$ cat src/rtl/ps2_host_tx_pkg.sv
// Shared definitions for the PS/2 host transmitter: command codes, device
// responses, FSM state encoding and the frame parity helper.
package ps2_host_tx_pkg;

  // Host-to-device command codes
  localparam logic [7:0] PS2_CMD_RESET  = 8'hFF;
  localparam logic [7:0] PS2_CMD_LEDS   = 8'hED;
  localparam logic [7:0] PS2_CMD_ENABLE = 8'hF4;

  // Device responses
  localparam logic [7:0] PS2_RSP_ACK    = 8'hFA;
  localparam logic [7:0] PS2_RSP_RESEND = 8'hFE;

  typedef enum logic [1:0] {
    StIdle    = 2'd0,
    StInhibit = 2'd1,
    StSend    = 2'd2,
    StWaitRel = 2'd3
  } state_e;

  // Odd parity bit for a command byte: set when the byte has an even number of ones
  function automatic logic odd_parity(input logic [7:0] data);
    return ~^data;
  endfunction

endpackage

$ cat src/rtl/ps2_host_tx_if.sv
// Command handshake between a client and the PS/2 host transmitter.
interface ps2_host_tx_if;
  import ps2_host_tx_pkg::*;

  logic       tx_valid;
  logic [7:0] tx_data;
  logic       tx_ready;
  logic       busy;
  logic       tx_done;
  logic       tx_err;

  // Client side: issues commands, watches completion
  modport master (
    output tx_valid,
    output tx_data,
    input  tx_ready,
    input  busy,
    input  tx_done,
    input  tx_err
  );

  // Transmitter side
  modport slave (
    input  tx_valid,
    input  tx_data,
    output tx_ready,
    output busy,
    output tx_done,
    output tx_err
  );

endinterface

$ cat src/rtl/ps2_line_sync.sv
// Two-flop synchroniser for one raw PS/2 line plus a falling-edge strobe.
// Flops reset to 1 so an idle (pulled-up) line never looks like a fall.
module ps2_line_sync (
  input  logic clk,
  input  logic rst_n,
  input  logic line,
  output logic sync,
  output logic fall
);

  logic [1:0] sync_q;
  logic       prev_q;

  // Synchroniser chain and one-cycle history for edge detection
  always_ff @(posedge clk or negedge rst_n) begin
    if (!rst_n) begin
      sync_q <= 2'b11;
      prev_q <= 1'b1;
    end else begin
      sync_q <= {sync_q[0], line};
      prev_q <= sync_q[1];
    end
  end

  assign sync = sync_q[1];
  assign fall = prev_q & ~sync_q[1];

endmodule

$ cat src/rtl/ps2_host_tx.sv
// PS/2 host-to-device transmitter. Inhibits the bus, sets up the start bit,
// then shifts data/parity/stop on device clock falls and samples the ack bit.
// Lines are only ever pulled low; the enclosing level builds the tristates.
module ps2_host_tx
  import ps2_host_tx_pkg::*;
#(
  parameter int unsigned INHIBIT_CYCLES = 12000,
  parameter int unsigned TIMEOUT_CYCLES = 2000000
) (
  input  logic            clk,
  input  logic            rst_n,
  ps2_host_tx_if.slave    tx,
  input  logic            ps2_clk_in,
  input  logic            ps2_data_in,
  output logic            ps2_clk_oe,
  output logic            ps2_data_oe
);

  // One counter serves both the inhibit interval and the frame timeout
  localparam int unsigned CntMax = (TIMEOUT_CYCLES > INHIBIT_CYCLES) ? TIMEOUT_CYCLES
                                                                     : INHIBIT_CYCLES;
  localparam int unsigned CntW   = $clog2(CntMax + 1);

  state_e          state_q, state_d;
  logic [7:0]      shift_q, shift_d;
  logic            parity_q, parity_d;
  logic [3:0]      bit_idx_q, bit_idx_d;
  logic [CntW-1:0] cnt_q, cnt_d;
  logic            data_q, data_d;
  logic            ack_q, ack_d;
  logic            done_q, done_d;
  logic            err_q, err_d;

  logic clk_s, clk_fall;
  logic data_s, data_fall;
  logic inhibit_last, timeout;

  ps2_line_sync u_clk_sync (
    .clk   (clk),
    .rst_n (rst_n),
    .line  (ps2_clk_in),
    .sync  (clk_s),
    .fall  (clk_fall)
  );

  ps2_line_sync u_data_sync (
    .clk   (clk),
    .rst_n (rst_n),
    .line  (ps2_data_in),
    .sync  (data_s),
    .fall  (data_fall)
  );

  assign inhibit_last = (cnt_q == CntW'(INHIBIT_CYCLES - 1));
  assign timeout      = (cnt_q == CntW'(TIMEOUT_CYCLES - 1));

  // State and datapath registers
  always_ff @(posedge clk or negedge rst_n) begin
    if (!rst_n) begin
      state_q   <= StIdle;
      shift_q   <= '0;
      parity_q  <= 1'b0;
      bit_idx_q <= '0;
      cnt_q     <= '0;
      data_q    <= 1'b0;
      ack_q     <= 1'b0;
      done_q    <= 1'b0;
      err_q     <= 1'b0;
    end else begin
      state_q   <= state_d;
      shift_q   <= shift_d;
      parity_q  <= parity_d;
      bit_idx_q <= bit_idx_d;
      cnt_q     <= cnt_d;
      data_q    <= data_d;
      ack_q     <= ack_d;
      done_q    <= done_d;
      err_q     <= err_d;
    end
  end

  // Next-state, bit sequencing and completion pulses
  always_comb begin
    state_d   = state_q;
    shift_d   = shift_q;
    parity_d  = parity_q;
    bit_idx_d = bit_idx_q;
    cnt_d     = cnt_q;
    data_d    = data_q;
    ack_d     = ack_q;
    done_d    = 1'b0;
    err_d     = 1'b0;

    unique case (state_q)
      StIdle: begin
        data_d = 1'b0;
        if (tx.tx_valid) begin
          shift_d   = tx.tx_data;
          parity_d  = odd_parity(tx.tx_data);
          cnt_d     = '0;
          bit_idx_d = '0;
          ack_d     = 1'b0;
          state_d   = StInhibit;
        end
      end

      StInhibit: begin
        if (inhibit_last) begin
          // Start bit (line low) is already driven when the clock is released
          cnt_d     = '0;
          bit_idx_d = '0;
          data_d    = 1'b1;
          state_d   = StSend;
        end else begin
          cnt_d = cnt_q + CntW'(1);
        end
      end

      StSend: begin
        // Timeout takes priority over a coincident clock fall
        if (timeout) begin
          data_d  = 1'b0;
          err_d   = 1'b1;
          state_d = StIdle;
        end else begin
          cnt_d = cnt_q + CntW'(1);
          if (clk_fall) begin
            if (bit_idx_q < 4'd8) begin
              data_d = ~shift_q[bit_idx_q[2:0]];
            end else if (bit_idx_q == 4'd8) begin
              data_d = ~parity_q;
            end else if (bit_idx_q == 4'd9) begin
              data_d = 1'b0;
            end else begin
              data_d  = 1'b0;
              ack_d   = data_s;
              state_d = StWaitRel;
            end
            if (bit_idx_q != 4'd10) begin
              bit_idx_d = bit_idx_q + 4'd1;
            end
          end
        end
      end

      StWaitRel: begin
        data_d = 1'b0;
        if (timeout) begin
          err_d   = 1'b1;
          state_d = StIdle;
        end else begin
          cnt_d = cnt_q + CntW'(1);
          if (clk_s && data_s) begin
            done_d  = ~ack_q;
            err_d   = ack_q;
            state_d = StIdle;
          end
        end
      end

      default: begin
        state_d = StIdle;
      end
    endcase
  end

  // Line drives are decoded from state so reset releases them immediately
  assign ps2_clk_oe  = (state_q == StInhibit);
  assign ps2_data_oe = ((state_q == StInhibit) && inhibit_last) ||
                       ((state_q == StSend) && data_q);

  assign tx.tx_ready = (state_q == StIdle);
  assign tx.busy     = (state_q != StIdle);
  assign tx.tx_done  = done_q;
  assign tx.tx_err   = err_q;

  // Data-line falls are not needed by the transmitter
  logic unused_data_fall;
  assign unused_data_fall = data_fall;

endmodule
$ cat src/flat_wrapper.sv
// flat-port wrapper written by rule: the top's interface ports become plain ports
module ps2_host_tx_flat import ps2_host_tx_pkg::*;
#(
  parameter int unsigned INHIBIT_CYCLES = 12000,
  parameter int unsigned TIMEOUT_CYCLES = 2000000
)
  (clk, rst_n, ps2_clk_in, ps2_data_in, ps2_clk_oe, ps2_data_oe, tx_tx_valid, tx_tx_data, tx_tx_ready, tx_busy, tx_tx_done, tx_tx_err);
  ps2_host_tx_if tx_i ();
  input  logic clk;
  input  logic rst_n;
  input  logic ps2_clk_in;
  input  logic ps2_data_in;
  output logic ps2_clk_oe;
  output logic ps2_data_oe;
  input wire logic [$bits(tx_i.tx_valid)-1:0] tx_tx_valid;
  input wire logic [$bits(tx_i.tx_data)-1:0] tx_tx_data;
  output wire logic [$bits(tx_i.tx_ready)-1:0] tx_tx_ready;
  output wire logic [$bits(tx_i.busy)-1:0] tx_busy;
  output wire logic [$bits(tx_i.tx_done)-1:0] tx_tx_done;
  output wire logic [$bits(tx_i.tx_err)-1:0] tx_tx_err;
  assign tx_i.tx_valid = tx_tx_valid;
  assign tx_i.tx_data = tx_tx_data;
  assign tx_tx_ready = tx_i.tx_ready;
  assign tx_busy = tx_i.busy;
  assign tx_tx_done = tx_i.tx_done;
  assign tx_tx_err = tx_i.tx_err;
  ps2_host_tx #(.INHIBIT_CYCLES(INHIBIT_CYCLES), .TIMEOUT_CYCLES(TIMEOUT_CYCLES)) u_core (.clk(clk), .rst_n(rst_n), .tx(tx_i), .ps2_clk_in(ps2_clk_in), .ps2_data_in(ps2_data_in), .ps2_clk_oe(ps2_clk_oe), .ps2_data_oe(ps2_data_oe));
endmodule
$ cat config.mk
export PLATFORM = sky130hd
export DESIGN_NAME = ps2_host_tx_flat
export DESIGN_NICKNAME = d
export VERILOG_FILES = /design/src/rtl/ps2_host_tx_pkg.sv /design/src/rtl/ps2_host_tx_if.sv /design/src/rtl/ps2_line_sync.sv /design/src/rtl/ps2_host_tx.sv /design/src/flat_wrapper.sv
export SDC_FILE = /design/constraint.sdc
export NUM_CORES = 1
export LEC_CHECK = 0
export CORE_ASPECT_RATIO = 1.1
export CORE_MARGIN = 3
export CORE_UTILIZATION = 53
export DETAILED_ROUTE_END_ITERATION = 8
export PLACE_DENSITY = 0.83
export SETUP_SLACK_MARGIN = 0.02
export SYNTH_ARGS = -nofsm -noshare
export SYNTH_HDL_FRONTEND = slang
export SYNTH_SLANG_ARGS = --single-unit
export TNS_END_PERCENT = 100
$ cat constraint.sdc
create_clock -name clk -period 2.2 [get_ports clk]
set_clock_uncertainty 0.2 [all_clocks]
set_input_delay 0.44 -clock clk [delete_from_list [all_inputs] [get_ports clk]]
set_output_delay 0.44 -clock clk [all_outputs]
set_load 0.005 [all_outputs]
* After elaboration in Yosys (flattened, before gate mapping)
Index checks and enable logic that the tools add are counted.
** Storage, ports and cells
- Input port bits :: 13
- Register bits after elaboration :: 45
- Memories :: 0
- ROM bits :: 0
- Latch bits :: 0
- Memory bits (writable) :: 0
- Output and inout bits :: 6
** Cells by class
- Order comparisons :: 2
- Reduce and logical (&&, ||, !) cells :: 17
- Shift-type cells :: 0
- Muxes and demuxes :: 42
- $mul :: 0
- Eq/ne operators :: 22
- $add $sub $neg :: 2
- Bitwise gates (word level) :: 5
- Div/mod/pow operators :: 0
** Operators by type and width (count)
- 2-to-1 mux 21 bit :: 3
- one-hot mux 21 bit (3 select lines) :: 1
- adder 21 x 1 -> 21 bit, second input constant :: 1
- == test 21 x 14 -> 1 bit, second input constant :: 1
- == test 21 bit, second input constant :: 1
- 2-to-1 mux 4 bit :: 5
- 2-to-1 mux 1 bit :: 18
- 2-to-1 mux 2 bit :: 9
- AND reduction 7 bit :: 2
- inequality test 2 bit, second input constant :: 6
- one-hot mux 4 bit (3 select lines) :: 1
- inequality test 3 x 2 -> 1 bit, second input constant :: 3
- == test 4 bit, second input constant :: 2
- one-hot mux 2 bit (4 select lines) :: 1
- XNOR reduction 8 bit :: 1
- inequality test 2 x 1 -> 1 bit, second input constant :: 3
- inequality test 3 x 1 -> 1 bit, second input constant :: 2
- AND reduction 2 bit :: 3
- AND reduction 6 bit :: 1
- adder 4 x 1 -> 4 bit, second input constant :: 1
- == test 2 bit, second input constant :: 2
- less-than comparator 3 x 4 -> 1 bit, second input constant :: 1
- less-than comparator 4 bit, second input constant :: 1
- inequality test 4 bit, second input constant :: 1
- 12 further kinds :: 20

* Depth between registers and ports, before layout
- Depth after elaboration :: 7
- Mapped depth :: 9
- Gate-level depth less buffers :: 7

* Hierarchy
A second synthesis with hierarchy kept.
** Second synthesis, totals
- Cell total of the unflattened synthesis :: 269
- Area, all modules :: 2703.8 sq um
** Modules (own cells, without submodules)
- ps2_host_tx :: cells each 261, area an instance 2518.7 sq um, instances 1, seq. area each 1001.0 sq um
- ps2_line_sync :: cells each 4, area an instance 92.6 sq um, instances 2, seq. area each 78.8 sq um

* Worst setup path before layout
OpenSTA, ideal clock, no wires.
- Kind :: register to register
- Start :: register u_core.cnt_q[0]
- End :: register u_core.state_q[1]
- Arrival :: 1.868 ns
- Path buffers :: 1
- Cell stages (with the launch flop) :: 8
- Setup time :: 0.087 ns
- Setup slack :: 0.045 ns
- Data required time :: 1.913 ns
- Path through :: dfrtp_1 -> ha_1 -> and4_1 -> nand3_2 -> o21a_1 -> buf_6 -> or4_1 -> a22oi_1
** On the way
- Longest elaborated chain between the ends :: 3
- Elaborated cells between the ends (all ways) :: 12
** RTL lines
- start: declaration :: RTL line ps2_host_tx.sv:28 : logic [CntW-1:0] cnt_q, cnt_d;
- start signal: assignment :: RTL line ps2_host_tx.sv:74 : cnt_q <= cnt_d;
- == test 21 bit or == test 21 x 14 -> 1 bit (tied branches) :: RTL line ps2_host_tx.sv:55, ps2_host_tx.sv:54
- inequality test 3 x 1 -> 1 bit (no source line), or another cell as far along
- AND reduction 7 bit (no source line) or one-hot mux 2 bit (4 select lines) (tied branches)
- end signal: assignment :: RTL line ps2_host_tx.sv:60 : state_q <= StIdle;
- end signal: assignment :: RTL line ps2_host_tx.sv:70 : state_q <= state_d;
- end: declaration :: RTL line ps2_host_tx.sv:24 : state_e state_q, state_d;
Several ways; a longest one is shown, not always the timed one.
A chain may end at the register's enable or synchronous reset.

* Final worst setup path
- Start :: register u_core.cnt_q[9]
- End :: register u_core.state_q[1]
The elaborated chain is that of the path after synthesis.

==> qor.csv <==
metric,value,unit
die_y,80.4,µm
cp.required,2.23,ns
grt_use_met1,28.9,%
areaGrowthSynthToFinish,39.0,%
grt_pass1_wl,12600,µm
ys.warnings.count,0,
yosysUniqueCellTypes,55,
clkLatencyLatePin,0.31,ns
fmaxAchievable,437,MHz
powerDensity,1080,mW/mm²
initial_core_util,56.1,%
cts-htree-levels,2,
leakagePower,1.59,nW
crit_path_start,u_core.cnt_q[9],
synth_most_common_cell,dfrtp_1,
busiest_layer,met2,
synth-edff-count,0,
status,"finished, violations left",
holdPathStages,0,
rows,26,
setup_slack,-0.0858,ns
cp.arrival,2.31,ns
firstDrtPassIters,6,
ff2ff_path_depth,6,
hpwl,5330,µm
finalPower,4.00,mW
yosysTopAreaCell,dfrtp_1,
gr-usage-all-layers,28.1,%
fin_crit_sh,104,%
grt_pass1_vias,2742,
setup_tns,-0.284,ns
async_flop_share,100,%
netlist_top_cells_area,"dfrtp_1 38%, dfstp_2 4.9%, ha_1 4.2%, mux2_2 3.8%, a21oi_1 3.4%",
cts-root-buf,clkbuf_8,
grtUsageMet3,5.13,%
met2_usage,52.3,%
drive_above_1_share,37.4,%
finalSetupViolCount,7,
critPathCaptureType,flop,
ant_nets,0,
rrSetupSlack,-0.09,ns
synth_area,0.00267,mm²
via_per_inst,6.62,
drv_cap,0,
route.detailed.drc,0,
syn_inst,269,
cp_max_fo,4,
path_class,flop to flop,
path_clk_slew,0.09,ns
clockBufferDepth,2,
vias,2728,
ir_drop,0.675,mV
hold_class,flop to flop,
min_period,2.29,ns
die-area,0.00592,mm²
nNetsFinal,377,
routed_wl,8430,µm
core_area,0.00475,mm²
synth.cells.most_frequent,"40 x dfrtp_1, 23 x nand2_1, 18 x a21oi_1",
crit_path_end,u_core.state_q[1],
finalMaxSlewViolations,0,
worst_slew_pin_slew,0.599,ns
relSlewSlack,59.7,%
violations,setup timing,
r2r-end,u_core.state_q[1],
grt_start_max_net_pins,17,
cts_sinks,45,
pre_cts_ws,-0.0973,ns
grt-ovfl-total,0,
syn_avg_cell_area,9.91,µm²
synth_top_area_share,37.6,%
portBuffers,18,
antenna_cells,0,
start_kind,flop,
dieWidth,73.6,µm
drtIter0Drc,290,
hold_viol,0,
syn_nets,291,
cts_made_buffers,5,
cts_tree,yes,
place_congestion,0.866,
wire_per_inst,20.5,µm
design_area,0.00370,mm²
yosysSeqAreaShare,42.5,%
rsz0062_at_grt,yes,
place_area,0.00330,mm²
ioPinCount,19,
timing.rr.start,u_core.cnt_q[9],
synth-seq-cells,45,
synth_top_flop_cell,dfrtp_1,
antenna_found_initial,0,
metrics by stage:
step | utilization [%] | cells | hold WS [ns]
floorplan | - | 269 | -0.0556
global placement | 69.5 | 393 | 0.146
detailed placement | 69.5 | 393 | 0.147
CTS | 73.9 | 407 | 0.160
global route | 78.0 | 412 | 0.168
finish | 78.0 | 412 | 0.160
flip-flops by register name (all words and copies together), names as in the netlist, 2 cells and up:
register and cells:
u_core.bit_idx_q 4, u_core.cnt_q 21, u_core.shift_q 8, u_core.state_q 2, u_core.u_clk_sync.sync_q 2, u_core.u_data_sync.sync_q 2
routing by layer:
layer  routed length (µm)  up-vias
li1                     -     1186
met1                 2860     1338
met2                 4540      159
met3                  566       45
met4                  463        0
met5                    0        -
worst min-delay path by stage:
stage	slack, ns	to	start
6_report	0.16	u_core.u_clk_sync.sync_q[1]	u_core.u_clk_sync.sync_q[0]
5_1_grt	0.17	u_core.u_clk_sync.sync_q[1]	u_core.u_clk_sync.sync_q[0]
4_1_cts	0.16	u_core.u_clk_sync.sync_q[1]	u_core.u_clk_sync.sync_q[0]
3_5_place_dp	0.15	u_core.u_clk_sync.sync_q[1]	u_core.u_clk_sync.sync_q[0]
3_3_place_gp	0.15	u_core.u_data_sync.sync_q[1]	u_core.u_data_sync.sync_q[0]
2_1_floorplan	-0.06	u_core.ack_q	rst_n
power by group:
part | switching [mW] | total [mW] | internal, mW
clock | 0.298 | 0.517 | 0.220
combinational | 1.20 | 2.34 | 1.14
sequential | 0.135 | 1.14 | 1.01
layout make-up:
| class | count | area [µm²] |
|---|---|---|
| Clock inverter | 3 | 17.5 |
| Timing Repair Buffer | 87 | 718 |
| Fill cell | 284 | 1040 |
| Sequential cell | 45 | 1130 |
| Tap cell | 56 | 70.1 |
| Multi-Input combinational cell | 202 | 1650 |
| Inverter | 14 | 52.6 |
| Clock buffer | 5 | 68.8 |
cell families (layout without fill, tap and decap cells):
group           after synthesis  after routing  synth area share, %
simple gates                 98             98                 20.9
compound gates               72             72                 19.2
flops                        45             45                 42.5
buf+inv                      22            109                 3.71
xor+xnor                     12             12                 3.94
mux                          11             11                 5.49
fa+ha+maj                     9              9                 4.23
worst max-delay path: stages, from the launching register on:
cell and delay [ns]:
dfrtp_1 0.41, buf_4 0.16, and4bb_2 0.38, and3_1 0.32, a21oi_1 0.15, or4_1 0.42
a22oi_1 0.17
timing repair:
item	4_1_cts	5_1_grt
hold endpoints to repair	14	0
hold buffers	1	0
setup buffers	5	4
pin swaps	10	11
cloned	0	1
gates resized for setup	23	31
endpoints found under the setup margin	23	31
layout by cell type (no fill, tap or decap), types with 6 or more instances in the layout:
cell             count
clkdlybuf4s50_1     13
a21oi_1             16
inv_1               11
mux2_2               9
buf_4               61
o211ai_1             7
buf_6                6
nand3_1             12
xor2_1               6
xnor2_1              6
dfrtp_1             40
nor2_1              11
nand2_1             22
o21ai_0             11
Note: power is estimated with default switching activity, not from simulation.
